[src/rtl/network_pkg.sv]
// ---------------------------------------------------------------------------
// network_pkg
// Shared types and constants for the convolution datapath stages.
//   prod_t  : signed product word delivered by the 27-bit multiplier
//   act_t   : signed 16-bit activation word passed between layers
//   state_t : window accumulator control states (ACC, REQ, HOLD)
//   ACT_MAX / ACT_MIN : activation saturation limits
// ---------------------------------------------------------------------------
package network_pkg;

  typedef logic signed [26:0] prod_t;
  typedef logic signed [15:0] act_t;

  typedef enum logic [1:0] {
    ACC  = 2'd0,
    REQ  = 2'd1,
    HOLD = 2'd2
  } state_t;

  localparam act_t ACT_MAX = 16'sh7FFF;
  localparam act_t ACT_MIN = 16'sh8000;

endpackage

[src/rtl/network_requant_sat.sv]
// ---------------------------------------------------------------------------
// network_requant_sat
// Purely combinational requantiser: adds half an LSB, arithmetic-shifts right
// by SHIFT, saturates to an OUT_W signed range and optionally clamps negative
// values to zero.
//   i_acc : signed ACC_W-bit accumulator value
//   o_act : signed OUT_W-bit activation
// ---------------------------------------------------------------------------
module network_requant_sat #(
  parameter int ACC_W = 37,
  parameter int OUT_W = 16,
  parameter int SHIFT = 10,
  parameter int RELU  = 1
) (
  input  logic signed [ACC_W-1:0] i_acc,
  output logic signed [OUT_W-1:0] o_act
);

  // One guard bit keeps the rounding add from wrapping at the top of the
  // accumulator range.
  localparam logic signed [ACC_W:0] LP_HALF = (ACC_W+1)'(1) <<< (SHIFT-1);
  localparam logic signed [ACC_W:0] LP_MAX  =
    {{(ACC_W-OUT_W+2){1'b0}}, {(OUT_W-1){1'b1}}};
  localparam logic signed [ACC_W:0] LP_MIN  =
    {{(ACC_W-OUT_W+2){1'b1}}, {(OUT_W-1){1'b0}}};

  logic signed [ACC_W:0]   w_ext;
  logic signed [ACC_W:0]   w_sum;
  logic signed [ACC_W:0]   w_shr;
  logic signed [OUT_W-1:0] w_sat;

  assign w_ext = {i_acc[ACC_W-1], i_acc};
  assign w_sum = w_ext + LP_HALF;
  assign w_shr = w_sum >>> SHIFT;

  always_comb begin
    w_sat = w_shr[OUT_W-1:0];
    if (w_shr > LP_MAX) begin
      w_sat = LP_MAX[OUT_W-1:0];
    end else if (w_shr < LP_MIN) begin
      w_sat = LP_MIN[OUT_W-1:0];
    end
    o_act = w_sat;
    if ((RELU != 0) && w_sat[OUT_W-1]) begin
      o_act = '0;
    end
  end

endmodule

[src/rtl/network_acc_requant.sv]
// ---------------------------------------------------------------------------
// network_acc_requant
// Sums one kernel window of signed products (delimited by in_last), adds a
// per-window bias, then rounds/shifts/saturates/ReLUs back to an activation
// presented on a valid/ready output.
//   clk, reset_n          : clock, asynchronous active-low reset
//   in_valid/in_ready     : product beat handshake
//   in_data, in_last      : signed product, final beat of window
//   in_bias               : signed bias, sampled on the first beat of a window
//   out_valid/out_ready   : result handshake
//   out_data              : requantised activation
//   len_err               : sticky, a window exceeded MAX_LEN beats
// ---------------------------------------------------------------------------
module network_acc_requant
  import network_pkg::*;
#(
  parameter int PROD_W  = 27,
  parameter int ACC_W   = 37,
  parameter int OUT_W   = 16,
  parameter int SHIFT   = 10,
  parameter int MAX_LEN = 512,
  parameter int RELU    = 1
) (
  input  logic                     clk,
  input  logic                     reset_n,
  input  logic                     in_valid,
  output logic                     in_ready,
  input  logic signed [PROD_W-1:0] in_data,
  input  logic                     in_last,
  input  logic signed [OUT_W-1:0]  in_bias,
  output logic                     out_valid,
  input  logic                     out_ready,
  output logic signed [OUT_W-1:0]  out_data,
  output logic                     len_err
);

  localparam int CNT_W = $clog2(MAX_LEN + 1);

  state_t                   r_state;
  state_t                   w_nextState;
  logic                     r_inReady;
  logic                     r_outValid;
  logic signed [OUT_W-1:0]  r_outData;
  logic signed [ACC_W-1:0]  r_acc;
  logic [CNT_W-1:0]         r_beatCnt;
  logic                     r_lenErr;

  logic                     w_accept;
  logic                     w_atMax;
  logic signed [ACC_W-1:0]  w_biasExt;
  logic signed [ACC_W-1:0]  w_dataExt;
  logic signed [OUT_W-1:0]  w_act;

  assign w_accept  = in_valid & r_inReady;
  assign w_atMax   = (r_beatCnt == CNT_W'(MAX_LEN));
  assign w_biasExt = ACC_W'(in_bias) <<< SHIFT;
  assign w_dataExt = ACC_W'(in_data);

  network_requant_sat #(
    .ACC_W (ACC_W),
    .OUT_W (OUT_W),
    .SHIFT (SHIFT),
    .RELU  (RELU)
  ) u_requant (
    .i_acc (r_acc),
    .o_act (w_act)
  );

  always_comb begin
    w_nextState = r_state;
    case (r_state)
      ACC:     if (w_accept && in_last) w_nextState = REQ;
      REQ:     w_nextState = HOLD;
      HOLD:    if (out_ready) w_nextState = ACC;
      default: w_nextState = ACC;
    endcase
  end

  // Handshake flags are decoded from the next state so they leave flops,
  // keeping out_ready off any combinational path to in_ready.
  always_ff @(posedge clk or negedge reset_n) begin
    if (!reset_n) begin
      r_state    <= ACC;
      r_inReady  <= 1'b1;
      r_outValid <= 1'b0;
    end else begin
      r_state    <= w_nextState;
      r_inReady  <= (w_nextState == ACC);
      r_outValid <= (w_nextState == HOLD);
    end
  end

  // Accumulate accepted beats; an over-long window keeps summing while the
  // counter parks at MAX_LEN and the sticky error is raised.
  always_ff @(posedge clk or negedge reset_n) begin
    if (!reset_n) begin
      r_acc     <= '0;
      r_beatCnt <= '0;
      r_lenErr  <= 1'b0;
      r_outData <= '0;
    end else begin
      if (w_accept) begin
        if (r_beatCnt == '0) begin
          r_acc <= w_biasExt + w_dataExt;
        end else begin
          r_acc <= r_acc + w_dataExt;
        end
        if (w_atMax) begin
          r_lenErr <= 1'b1;
        end else begin
          r_beatCnt <= r_beatCnt + CNT_W'(1);
        end
      end
      if (r_state == REQ) begin
        r_outData <= w_act;
        r_beatCnt <= '0;
      end
    end
  end

  assign in_ready  = r_inReady;
  assign out_valid = r_outValid;
  assign out_data  = r_outData;
  assign len_err   = r_lenErr;

endmodule

[config.mk]
export PLATFORM = sky130hd
export DESIGN_NAME = network_acc_requant
export DESIGN_NICKNAME = d
export VERILOG_FILES = /design/src/rtl/network_pkg.sv /design/src/rtl/network_requant_sat.sv /design/src/rtl/network_acc_requant.sv
export SDC_FILE = /design/constraint.sdc
export NUM_CORES = 1
export LEC_CHECK = 0
export BUFFER_PORTS_ARGS = -buffer_cell sky130_fd_sc_hd__buf_2
export CAP_MARGIN = 20
export CORE_UTILIZATION = 38
export DETAILED_ROUTE_END_ITERATION = 12
export GPL_TIMING_DRIVEN = 0
export PLACE_DENSITY = 0.66
export SETUP_SLACK_MARGIN = 0.15
export SLEW_MARGIN = 20
export SYNTH_ARGS = -nofsm -noshare
export SYNTH_HDL_FRONTEND = slang
export SYNTH_SLANG_ARGS = --single-unit
[constraint.sdc]
create_clock -name clk -period 6.2 [get_ports clk]
set_input_delay 0.31 -clock clk [delete_from_list [all_inputs] [get_ports clk]]
set_output_delay 0.31 -clock clk [all_outputs]
set_load 0.03 [all_outputs]
==> out/summary.txt <==
Synth top cells by count -> 89 x nand2_1, 77 x a21oi_1, 67 x nor2_1, 67 x o21ai_0, 66 x dfrtp_1
DRC viols -> 0
Share of layout cells above drive strength 1 -> 0.1495
Hold crit path type -> input pin to register
Pins Over Slew Limit -> 0
Worst Path Arrival -> 3.56 ns
#FFs+latches synth -> 67
Sequential power share -> 0.235
Die area -> 16570 um^2
Max H-tree Level -> 3
Largest net degree at the start of global routing -> 37
Status -> finished clean
Sw frac -> 0.4788
Met3 Usage GRT -> 0.04615
Power Total -> 3.620 mW
Clock network fraction of total power -> 0.180
FF/Latch Area -> 1678 um^2
Vias in the first global route -> 5358
Hold Violations, Final -> 0
Routed WL -> 16.33 mm
GR Layer Usage met1 -> 0.3030
Max Clock Skew -> 0.009401 ns
Fin crit share -> 0.5376
Reg2reg start -> r_acc[0]
CP required -> 6.42 ns
Avg Cell Area, Syn -> 8.102 um^2
Height of the die -> 128.7 um
Routed WL per cell -> 15.60 um
Async set or reset register ratio after synthesis -> 1.000
Width of the die -> 128.7 um
RSZ-0062 raised after global routing -> false
EDFF count, synth -> 0
Overflow after GRT -> 0
Fin nets -> 937
CTS sink cnt -> 67
Worst slew margin -> 0.5466
R2r worst-path depth -> 12
CTS tree -> built
Synth area leaders -> dfrtp_1 27%, ha_1 11%, a21oi_1 6.3%
End point of the critical path -> r_acc[34]
Worst r2r dst -> r_acc[34]
Multi-input logic area -> 4213 um^2
Static Leakage -> 3.137 nW
Tmin final -> 3.333 ns
Synthesis Warnings -> 0
CTS Buf Count -> 9
Clock Latency Late Sink -> 0.35 ns
Highest clock rate -> 300.0 MHz
Gate Count Post-Synth -> 753
Gate power share -> 0.585
Root Buffer -> clkbuf_16
Hpwl dp -> 12.65 mm
Setup slack, reg-to-reg -> 2.87 ns
Synthesized area -> 6101 um^2
Psw -> 1.733 mW
Gr busiest metal -> met2
CP Class -> register to register
Largest area contributor in the netlist -> dfrtp_1
Antenna Diode Count -> 0
Clock Tree Buf Depth -> 2
Final number of setup-violating endpoints -> 0
FP Rows -> 45
Vias per std cell -> 5.477
Register area share after synthesis -> 0.2750
Worst-margin pin slew -> 0.6801 ns
Peak supply drop -> 0.2397 mV
IO buf count -> 65
CP startpoint -> r_acc[0]
Post-CTS Setup Bufs -> 0
First-pass DRT Iterations -> 5
Initial antenna violation count -> 0
Finished Core Util -> 0.4599
FILL cells -> 1571
Synthesized Nets -> 859
Via count -> 5734
WHS -> 0.2429 ns
Max FO, Critical Path -> 4
Most numerous cell in the Yosys netlist -> nand2_1
M2 GR Usage -> 0.3176
Area growth syn-to-layout -> 16.28%
Pint -> 1.887 mW
Worst-path clk slew -> 0.06 ns
Post-synth top area share -> 0.2707
PwrDens -> 510.2 nW/um^2
Final Wtd Congestion -> 0.9112
Antenna Nets Post-Route -> 0
CP Launch Type -> register
Gr usage total -> 0.2095
Core area -> 15430 um^2
Initial Utilization -> 0.3955
IO Pins -> 67
Final setup TNS -> 0 ns
Dominant synthesized flop cell -> dfrtp_1
MaxCap Viol Count -> 0
Yosys cell types -> 68
Initial DRC Count -> 387
First-pass GRT wire length -> 27.16 mm
Crit end category -> register
[worst max-delay path: stages (launching register included)]
cell       delay [ns]
dfrtp_1          0.38
ha_1             0.22
fa_1             0.43
a211oi_1         0.29
o21ai_2          0.15
o2111ai_2        0.30
a31oi_2          0.16
a41oi_2          0.30
o21ai_1          0.16
a31o_2           0.29
a31oi_1          0.22
mux2i_1          0.22
nand3_1          0.09
[area by class of cell]
type                    count  share of cell area
multi-input cells         633              0.5938
flip-flops and latches     67              0.2365
repair buffers             67             0.05044
well taps                 211             0.03721
clock buffers               9             0.03175
clock inverters             7             0.02063
plain buffers              30             0.01746
inverters                  23             0.01217
[state kept, by name, indices dropped and copies added (netlist names)]
| register | flops |
|---|---|
| r_acc | 37 |
| out_data | 15 |
| r_beatCnt | 10 |
| r_state | 2 |
| in_ready | 1 |
| len_err | 1 |
| out_valid | 1 |
[power groups by stage]
stage          logic [mW]  clock network, mW  registers (mW)
5_1_grt              2.37              0.677           0.876
4_1_cts              2.10              0.659           0.843
2_1_floorplan        1.54                  0           0.883
6_report             2.12              0.650           0.851
3_3_place_gp         2.07                  0           0.845
3_5_place_dp         2.09                  0           0.851
[per-layer routing]
layer	wire, um	vias to the layer above	part of all wire
li1	-	2877	-
met1	8190	2669	0.50
met2	6946	172	0.43
met3	1018	16	0.062
met4	176	0	0.011
met5	0	-	0
[stage by stage]
step | worst slack, ns | instances | instance area [um^2]
3_3_place_gp | 2.845 | 1029 | 6690
2_1_floorplan | 3.268 | 753 | 6101
3_5_place_dp | 2.818 | 1030 | 6713
4_1_cts | 2.879 | 1047 | 7094
5_1_grt | 2.681 | 1047 | 7094
6_report | 2.867 | 1047 | 7094
[layout by cell type, fill, tap and decap left out, types with 10 or more instances in the layout]
cell type / n
xnor2_1: 33
dfrtp_1: 66
nor2_1: 67
nand4_1: 13
clkbuf_1: 28
nor3_1: 14
a31oi_1: 13
inv_1: 23
a21oi_1: 77
buf_2: 64
xor2_1: 32
a21oi_2: 10
nand2_1: 89
a21o_1: 28
nand3_1: 16
ha_1: 56
o21ai_0: 67
[logic make-up after synthesis]
group	share of synthesized area
adder cells (fa/ha/maj)	0.1214
multiplexers	0.005127
other	0.0006147
AO/OA/AOI/OAI	0.2765
buffers and inverters	0.03445
flip-flops	0.2750
AND/OR/NAND/NOR	0.1936
XOR/XNOR	0.09331
[what timing repair did]
item                                   CTS  global route
hold buffers                             1             0
gates resized for setup                  0             0
endpoints found under the hold margin   30             0
[worst min-delay path by stage]
stage / startpoint / endpoint / slack [ns] / depth (start not counted)
after floorplan: reset_n / len_err / 0.01 / 0
after global placement: r_state[1] / r_state[0] / 0.45 / 1
after detailed placement: reset_n / out_data[5] / 0.28 / 1
after CTS: in_data[0] / r_acc[0] / 0.24 / 3
after global routing: in_last / r_state[0] / 0.24 / 2
final: in_data[0] / r_acc[0] / 0.24 / 3
Power figures use the tool's default switching activity.
